--- src/rtl/pattern_tx.sv ---
// Serial bit-pattern transmitter: sends a latched WIDTH-bit pattern MSB-first,
// a programmable number of times, with an optional fixed idle gap between repetitions.
module pattern_tx #(
  parameter int unsigned WIDTH    = 3,
  parameter int unsigned CNT_W    = 4,
  parameter int unsigned GAP      = 0,
  parameter logic        IDLE_BIT = 1'b0
) (
  input  logic             clk,
  input  logic             reset,
  input  logic             start,
  input  logic             abort,
  input  logic [WIDTH-1:0] pattern,
  // "repeat" is a reserved word in SystemVerilog, hence the suffix.
  input  logic [CNT_W-1:0] repeat_cnt,
  output logic             out,
  output logic             valid,
  output logic             busy,
  output logic             done
);

  localparam int unsigned      BIT_W    = $clog2(WIDTH) + 1;
  localparam logic [BIT_W-1:0] LAST_BIT = BIT_W'(WIDTH);
  localparam logic [7:0]       GAP_LEN  = 8'(GAP);

  typedef enum logic [1:0] {
    ST_IDLE,
    ST_SEND,
    ST_GAP
  } state_e;

  state_e           state_q,   state_d;
  logic [WIDTH-1:0] pat_q,     pat_d;      // latched copy used for every repetition
  logic [WIDTH-1:0] shift_q,   shift_d;    // bits still to send in this repetition
  logic [CNT_W-1:0] rep_q,     rep_d;
  logic [BIT_W-1:0] bit_cnt_q, bit_cnt_d;  // bits already placed on out this repetition
  logic [7:0]       gap_cnt_q, gap_cnt_d;
  logic             out_q,     out_d;
  logic             valid_q,   valid_d;
  logic             busy_q,    busy_d;
  logic             done_q,    done_d;

  // NOTE: every signal written here gets a default first, so no path can leave
  // one unassigned and infer a latch.
  always_comb begin
    state_d   = state_q;
    pat_d     = pat_q;
    shift_d   = shift_q;
    rep_d     = rep_q;
    bit_cnt_d = bit_cnt_q;
    gap_cnt_d = gap_cnt_q;
    out_d     = IDLE_BIT;
    valid_d   = 1'b0;
    busy_d    = 1'b0;
    done_d    = 1'b0;

    unique case (state_q)
      ST_IDLE: begin
        // The accepting edge already produces the first bit.
        if (start && (repeat_cnt != '0)) begin
          state_d   = ST_SEND;
          pat_d     = pattern;
          rep_d     = repeat_cnt;
          out_d     = pattern[WIDTH-1];
          shift_d   = pattern << 1;
          bit_cnt_d = BIT_W'(1);
          gap_cnt_d = '0;
          valid_d   = 1'b1;
          busy_d    = 1'b1;
        end
      end

      ST_SEND: begin
        if (abort) begin
          state_d   = ST_IDLE;
          rep_d     = '0;
          bit_cnt_d = '0;
          gap_cnt_d = '0;
        end else if (bit_cnt_q != LAST_BIT) begin
          out_d     = shift_q[WIDTH-1];
          shift_d   = shift_q << 1;
          bit_cnt_d = bit_cnt_q + 1'b1;
          valid_d   = 1'b1;
          busy_d    = 1'b1;
        end else begin
          // Last bit of a repetition is on out now.
          rep_d = rep_q - 1'b1;
          if (rep_q == CNT_W'(1)) begin
            state_d   = ST_IDLE;
            bit_cnt_d = '0;
            done_d    = 1'b1;
          end else if (GAP_LEN != 8'd0) begin
            state_d   = ST_GAP;
            bit_cnt_d = '0;
            gap_cnt_d = 8'd1;
            busy_d    = 1'b1;
          end else begin
            out_d     = pat_q[WIDTH-1];
            shift_d   = pat_q << 1;
            bit_cnt_d = BIT_W'(1);
            valid_d   = 1'b1;
            busy_d    = 1'b1;
          end
        end
      end

      ST_GAP: begin
        if (abort) begin
          state_d   = ST_IDLE;
          rep_d     = '0;
          bit_cnt_d = '0;
          gap_cnt_d = '0;
        end else if (gap_cnt_q == GAP_LEN) begin
          state_d   = ST_SEND;
          out_d     = pat_q[WIDTH-1];
          shift_d   = pat_q << 1;
          bit_cnt_d = BIT_W'(1);
          gap_cnt_d = '0;
          valid_d   = 1'b1;
          busy_d    = 1'b1;
        end else begin
          gap_cnt_d = gap_cnt_q + 1'b1;
          busy_d    = 1'b1;
        end
      end

      default: begin
        state_d = ST_IDLE;
      end
    endcase
  end

  // NOTE: state registers use non-blocking assignments only, so every flop
  // samples the pre-edge values regardless of statement order.
  always_ff @(posedge clk) begin
    if (reset) begin
      state_q   <= ST_IDLE;
      pat_q     <= '0;
      shift_q   <= '0;
      rep_q     <= '0;
      bit_cnt_q <= '0;
      gap_cnt_q <= '0;
      out_q     <= IDLE_BIT;
      valid_q   <= 1'b0;
      busy_q    <= 1'b0;
      done_q    <= 1'b0;
    end else begin
      state_q   <= state_d;
      pat_q     <= pat_d;
      shift_q   <= shift_d;
      rep_q     <= rep_d;
      bit_cnt_q <= bit_cnt_d;
      gap_cnt_q <= gap_cnt_d;
      out_q     <= out_d;
      valid_q   <= valid_d;
      busy_q    <= busy_d;
      done_q    <= done_d;
    end
  end

  assign out   = out_q;
  assign valid = valid_q;
  assign busy  = busy_q;
  assign done  = done_q;

endmodule

--- config.mk ---
export PLATFORM = sky130hd
export DESIGN_NAME = pattern_tx
export DESIGN_NICKNAME = d
export VERILOG_FILES = /design/src/rtl/pattern_tx.sv
export SDC_FILE = /design/constraint.sdc
export NUM_CORES = 1
export LEC_CHECK = 0
export ABC_AREA = 1
export CORE_MARGIN = 3
export CORE_UTILIZATION = 42
export CTS_CLUSTER_SIZE = 14
export DETAILED_ROUTE_END_ITERATION = 8
export PLACE_DENSITY = 0.7
export RECOVER_POWER = 50
export SKIP_LAST_GASP = 1
export SYNTH_ARGS = -nofsm -noshare
export SYNTH_HDL_FRONTEND = slang
export SYNTH_SLANG_ARGS = --single-unit
export TNS_END_PERCENT = 20
--- constraint.sdc ---
create_clock -name clk -period 1.5 [get_ports clk]
set_input_delay 0.45 -clock clk [delete_from_list [all_inputs] [get_ports clk]]
set_output_delay 0.45 -clock clk [all_outputs]
set_load 0.02 [all_outputs]
=== Word level (Yosys, flattened, before mapping) ===
Index checks and enable logic that the tools add are counted.

* Eq/ne operators: 14
* Bitwise operators: 1
* Reductions and logical operators: 12
* Add/sub/neg operators: 3
* Multiplexer cells: 48

{| class="wikitable"
|+ Operators with widths
! cell !! number
|-
| 3-bit two-way mux || 11
|-
| 8-bit two-way mux || 4
|-
| 8-bit case mux with 3 select lines || 1
|-
| 3-bit case mux with 3 select lines || 2
|-
| 4-bit two-way mux || 4
|-
| 1-bit two-way mux || 15
|-
| 2-bit two-way mux || 6
|-
| 2-bit inequality test, second input constant || 6
|-
| 3-bit inequality test, second input constant || 4
|-
| 4-bit case mux with 3 select lines || 1
|-
| 1-bit case mux with 3 select lines || 3
|-
| 8-bit by 1-bit adder with 8-bit output, second input constant || 1
|-
| 8-bit zero test || 1
|-
| 4-bit AND reduction || 2
|-
| 2-bit case mux with 3 select lines || 1
|-
| 3-bit AND reduction || 2
|-
| 6-bit AND reduction || 1
|-
| 4-bit by 1-bit == test with 1-bit output, second input constant || 1
|-
| 4-bit nonzero test || 1
|-
| 4-bit OR reduction || 1
|-
| 4-bit by 1-bit subtractor with 4-bit output, second input constant || 1
|-
| 3-bit by 1-bit adder with 3-bit output, second input constant || 1
|-
| 3-bit by 2-bit inequality test with 1-bit output, second input constant || 1
|-
| 3-bit nonzero test || 1
|-
| 6 further kinds || 6
|}

* Output and inout port bits: 4
* Flip-flop bits (word level): 27
* Input bits: 11
* Logic and storage cells: 88

=== Depth between registers and ports, before layout ===
Gate-level depths: netlist of the first run.

* Depth after elaboration: 5
* Gate-level depth with buffers: 9
* Mapped depth without buffers: 9

=== Worst setup path after synthesis of the first run ===
No wires, ideal clock.

* Kind: reg-to-reg
* Start: reg bit_cnt_q[0]
* End: reg shift_q[2]
* Period minus slack after synthesis: 1.113 ns
* Data required time: 1.388 ns
* Setup slack: 0.387 ns
* Setup time: 0.112 ns
* Stages on the path, launching flop included: 10
* Arrival time: 1.001 ns
* Cells stage by stage: dfxtp_1 -> ha_1 -> inv_1 -> nor2_4 -> nand3_2 -> nand2_2 -> nand2_1 -> inv_1 -> nor2_1 -> nor2_1

* Cells in the longest elaborated chain, start to end: 4
* Elaborated cells between the ends (all ways): 6
* Classes of those cells: eq/ne: 2; mux: 3; reduce/logical: 1

{| class="wikitable"
|+ Ends and longest elaborated chain
! what !! RTL line !! RTL
|-
| from (decl) || 36 || <nowiki>logic [BIT_W-1:0] bit_cnt_q, bit_cnt_d;</nowiki>
|-
| from (signal assigned) || 152 || <nowiki>bit_cnt_q <= bit_cnt_d;</nowiki>
|-
| 3-bit by 2-bit inequality test with 1-bit output (*) || 79 || <nowiki>end else if (bit_cnt_q != LAST_BIT) begin</nowiki>
|-
| 3-bit two-way mux || 79 ||
|-
| 3-bit two-way mux || 74 || <nowiki>if (abort) begin</nowiki>
|-
| 3-bit case mux with 3 select lines || 57 || <nowiki>unique case (state_q)</nowiki>
|-
| to (signal assigned) || 150 || <nowiki>shift_q <= shift_d;</nowiki>
|-
| to (decl) || 34 || <nowiki>logic [WIDTH-1:0] shift_q, shift_d;</nowiki>
|}

Mark *: on every way between the ends. The rest lies on a longest branch, timed or not. The select of a mux whose other input is x is not followed.
A chain may end at the register's enable or synchronous reset.

=== Worst setup path after layout of the first run ===
* Start: reg out_q (netlist: out)
* End: out out

{| class="wikitable"
|+ RTL lines
! what !! RTL line !! RTL
|-
| from (decl) || 38 || <nowiki>logic out_q, out_d;</nowiki>
|-
| from (signal assigned) || 154 || <nowiki>out_q <= out_d;</nowiki>
|-
| to (decl) || 16 || <nowiki>output logic out,</nowiki>
|}

No word-level cell between the ends.

==> results of run 1 <==
[final cells by class]
type                       count  area (um2)
inverter                      17       63.81
tap                           25       31.28
multi-input combinational     94       436.7
sequential                    16       320.3
clock buffer                   4       36.28
fill                         180       732.0
timing repair buffer          23       200.2
[layer usage]
layer  track usage, %  vias to the layer above
met3            5.248                        4
met1            20.61                      368
met5                0                        -
met2            28.97                       20
met4            8.072                        0
li1                 -                      455
[layout by cell type, fill, tap and decap left out, drive strengths merged]
cell type       n
nand3b          1
clkdlybuf4s50  12
a21oi           7
nand3          13
buf             8
clkinv          1
nand2          43
o22ai           1
inv            16
dfxtp          16
o21ai           4
nor3            1
nand4           1
dlygate4sd2     1
clkbuf          6
nor2           20
ha              3
[worst max-delay path by stage]
stage / end / slack (ns) / cells past startpoint
finish: out / -0.14 / 1
global route: out / -0.18 / 1
CTS: valid / -0.19 / 1
detailed placement: shift_q[2] / -0.24 / 8
global placement: shift_q[2] / -0.15 / 8
floorplan: shift_q[2] / 0.39 / 9
[power breakdown]
group / leakage, nW / switching, mW / total [mW] / internal [mW]
logic: 0.374 / 0.123 / 0.221 / 0.0976
clock network: 0.0210 / 0.135 / 0.283 / 0.148
registers: 0.132 / 0.0203 / 0.476 / 0.456
[flip-flops by register name, summed over array words and instances, names as in the netlist]
signal,count
bit_cnt_q,3
out,1
done,1
rep_q,4
valid,1
pat_q,3
state_q,1
shift_q,2
[cell families (layout without fill, tap and decap cells)]
logic type | after synthesis | after routing | share of synthesized area [%]
compound gates | 12 | 12 | 7.152
fa+ha+maj | 3 | 3 | 4.380
buf+inv | 20 | 44 | 10.22
flops | 16 | 16 | 37.37
simple gates | 79 | 79 | 40.88
[through the flow]
| stage | setup WS [ns] | power, mW |
|---|---|---|
| after global placement | -0.1482 | 0.7074 |
| final | -0.1406 | 0.9799 |
| after detailed placement | -0.2373 | 0.7138 |
| after global routing | -0.1837 | 1.043 |
| after floorplan | 0.3874 | 0.6303 |
| after CTS | -0.1931 | 0.9976 |
[what timing repair did]
action                     CTS  global route
setup endpoints to repair    4             5
pin swaps                    0             0
resized for setup            1             1
==> results.ini, run 1 <==
[critical_path]
arrival_ns=1.19
r2r-end=shift_q[2]
start_kind=register
required_ns=1.05
crit_path_start=out
worstReg2RegStart=bit_cnt_q[0]
crit_chain=clkdlybuf4s50_1
path_class=reg2out
end_kind=primary output
critPathBufInv=1
ff2ff_path_depth=9
r2r_slack_ns=0.09
max_stage_delay_ns=0.59
crit_slowest_cell=clkdlybuf4s50_1
critPathTopFamily=buffers and inverters
crit_fanout=1

[sta]
worst_pin_slew_ns=0.2795
max_freq_mhz=609.5
rsz0062_at_grt=yes
clock_skew_ns=0.007057
tns_ns=-0.2811
final_hold_viol_count=0
holdWs_ns=0.4720
final.period_utilization_pct=109.4
setup_ws_ns=-0.1406
maxSlewHeadroom_pct=81.35
drv_slew=0
period_needed_ns=1.641
finalSetupViolations=3

[synth]
synth_fp_nets=144
syn_avg_cell_area_um2=6.593
syn-instance-count=130
synth_edf_count=0
yosys.area.top_type=dfxtp_1
ys_seq_area_share_pct=37.37
synth_top_area_share_pct=37.37
async_flop_share_pct=0
yosysMostFrequentCell=nand2_1
synth_flop_cell=dfxtp_1
synth.ff_latch_count=16
synth_area_leaders=dfxtp_1 37%, nand2_1 18%, nor2_1 8.3%
synthTopCellsByCount=41 x nand2_1, 19 x nor2_1, 16 x dfxtp_1
yosys_warnings=0
synth.cell_area_um2=857.1
ys_types=22

[min_path]
hold_path_startpoint=pat_q[0]
hp-class=reg2reg
whs_path_depth=2
hold_path_end=pat_q[0]

[pwr]
leakage_nw=0.5265
power.density_mw_per_mm2=900.2
vdd_ir_drop_max_v=0.0006468

[cts]
htree_levels=1
cts_num_sinks=16
cts_buffers=3
insertion_delay_ns=0.29
cts_tree=yes
cts_setup_buffers=0
clock-root-buffer=clkbuf_4
cts_max_path_buffers=2
cts_hold_buf=0
clk_pin_slew_ns=0.09

[finish]
area.growth.synth_to_final_pct=27.01
antenna_cells=0
nets=169
fin_util_pct=59.79
design_area_mm2=0.001089
layout-drive-gt1-share_pct=11.69
fin_cells=179

[place]
placed_area_mm2=0.001072
hpwlAfterDp_um=1600
gp_congestion=0.8602
place_inst=175
io_buffers=14

[global_route]
grt_pass1_vias=809
antenna_found_initial=0
grt_max_degree=15
grt_use_total_pct=17.52
grt_overflow_total=0
grt_first_pass_wirelength_um=3387

[floorplan]
pin_count=15
rows=15
die_h_um=51.18
core_mm2=0.001821
die_w_um=51.18
start_util_pct=47.08
die_area_mm2=0.002619

[route]
drt_first_iter_violations=24
wl_met2_um=972
antenna_left=0
drtPass1Iterations=4
drcViolationCount=0
via_per_inst=4.732
wl_met1_um=887
met3WireLength_um=88
vias=847
drt_wl_total_um=1986
post_drt_wl_per_cell_um=11.09
top_layer=met4

[flow_run]
maxCapViolCount=0

[outcome]
outcome=complete, but fails checks
violations=setup timing

Power figures use the tool's default switching activity.
==> run 2, diff against run 1 <==
CAP_MARGIN = 20   (was default)
CELL_PAD_IN_SITES_DETAIL_PLACEMENT = 0   (was default)
CELL_PAD_IN_SITES_GLOBAL_PLACEMENT = 1   (was default)
CORE_UTILIZATION = 35   (was 42)
PLACE_DENSITY = 0.8   (was 0.7)
==> run 2 against run 1 <==
  * The run still ends with setup timing left
  * Total power is 0.25% lower
  * Final cell count is 0.56% higher
  * Highest routed layer unchanged
  * Critical path type unchanged
  * Clock skew shrank 0.0018 ns
==> results.ini, run 2 (synthesis results as in run 1) <==
[outcome]
outcome=complete, but fails checks
violations=setup timing

[critical_path]
max_stage_delay_ns=0.59
crit_fanout=1
worst-path-stages=1
arrival_ns=1.19
crit_chain=clkdlybuf4s50_1
r2r_slack_ns=0.07
path_class=reg2out
crit_slowest_cell=clkdlybuf4s50_1
ff2ff_path_depth=9
r2r-end=shift_q[2]
critPathTopFamily=buffers and inverters
end_kind=primary output
start_kind=register
required_ns=1.05
worstReg2RegStart=bit_cnt_q[0]
critPathBufInv=1

[sta]
worst_pin_slew_ns=0.2540
setup_ws_ns=-0.1447
finalSetupViolations=2
holdWs_ns=0.4620
final.period_utilization_pct=109.6
rsz0062_at_grt=yes
drv_slew=0
period_needed_ns=1.645
maxSlewHeadroom_pct=83.14
clock_skew_ns=0.005213
final_hold_viol_count=0
max_freq_mhz=608.0

[floorplan]
rows=17
die_area_mm2=0.003079
pin_count=15
core_mm2=0.002276
die_w_um=55.49
die_h_um=55.49
start_util_pct=37.66

[place]
gp_congestion=0.7826
io_buffers=14
place_inst=176
place_ws_ns=-0.1775
hpwlAfterDp_um=1457

[global_route]
grt_max_degree=15
antenna_found_initial=0
met1_usage_pct=16.55
busiest_layer=met2
grt_pass1_vias=735
met3_usage_pct=5.140
grt_overflow_total=0
grt_use_total_pct=12.88
grtUsageMet2_pct=20.61
grt_first_pass_wirelength_um=3174

[route]
drcViolationCount=0
antenna_left=0
post_drt_wl_per_cell_um=10.32
vias=813
drt_first_iter_violations=21
drtPass1Iterations=4
via_per_inst=4.517
drt_wl_total_um=1857

[cts]
cts_max_path_buffers=2
htree_levels=1
cts_buffers=3
clock-root-buffer=clkbuf_4
clk_pin_slew_ns=0.10
cts_num_sinks=16
cts_setup_buffers=0
cts_tree=yes
insertion_delay_ns=0.29
cts_hold_buf=0

[finish]
register_area_um2=320.3
multi_input_comb_area_um2=441.7
fin_cells=180
top_register=rep_q
layout-drive-gt1-share_pct=10.53
largest_register_ffs=4
antenna_cells=0
final_common_cell=nand2_1
area.growth.synth_to_final_pct=26.28
fillers=243
largestRegisters=rep_q (4), bit_cnt_q (3), pat_q (3)
nets=167
final_cell_mix=42 x nand2_1, 19 x nor2_1, 16 x dfxtp_1

[pwr]
seq_power_share_pct=48.7
clockPowerShare_pct=29.3
power.density_mw_per_mm2=903.2
power_switching_uw=278.1
p_int_uw=699.4
share_comb_of_total_power_pct=22.0
leakage_nw=0.5161
total_power_uw=977.5
vdd_ir_drop_max_v=0.0008549
swShare_pct=28.45

[min_path]
hold_path_startpoint=pat_q[1]
whs_path_depth=2
hold_path_end=pat_q[1]
hp-class=reg2reg

[flow_run]
maxCapViolCount=0

==> run 2: how the worst max path moves through the flow <==
| stage | start | end | slack, ns |
|---|---|---|---|
| after floorplan | bit_cnt_q[0] | shift_q[2] | 0.39 |
| after global placement | repeat_cnt[1] | shift_q[2] | -0.18 |
| after detailed placement | repeat_cnt[1] | shift_q[2] | -0.18 |
| after CTS | valid | valid | -0.19 |
| after global routing | out | out | -0.20 |
| final | out | out | -0.14 |
==> run 2: what timing repair did <==
item,CTS,global route
gates cloned,0,0
setup endpoints to repair,4,3
gates resized for setup,1,1
endpoints found under the hold margin,0,0
==> run 2: metrics by stage <==
stage	util, %	instance area, um2	setup TNS (ns)
3_5_place_dp	46.62	1061	-1.782
6_report	47.55	1082	-0.2785
4_1_cts	48.16	1096	-0.4869
3_3_place_gp	46.62	1061	-1.463
5_1_grt	47.55	1082	-0.4944
2_1_floorplan	-	857.1	0
==> run 2: power by group through the flow <==
stage | combinational, mW | clock (mW) | sequential (mW)
after global placement | 0.222 | 0 | 0.485
after detailed placement | 0.221 | 0 | 0.486
after floorplan | 0.145 | 0 | 0.485
after global routing | 0.248 | 0.321 | 0.479
final | 0.215 | 0.286 | 0.476
after CTS | 0.222 | 0.297 | 0.476
==> run 2: routing by layer <==
layer  wire length (um)  vias up
met5                  0        -
met4                 18        0
met3                 61        2
met2                813        8
met1                963      352
li1                   -      451
==> run 2: final cells by class <==
| type | instances | share of cell area, % |
|---|---|---|
| well taps | 28 | 3.237 |
| flip-flops and latches | 16 | 29.60 |
| multi-input cells | 94 | 40.81 |
| inverters | 17 | 5.896 |
| repair buffers | 21 | 17.11 |
| clock buffers | 4 | 3.353 |
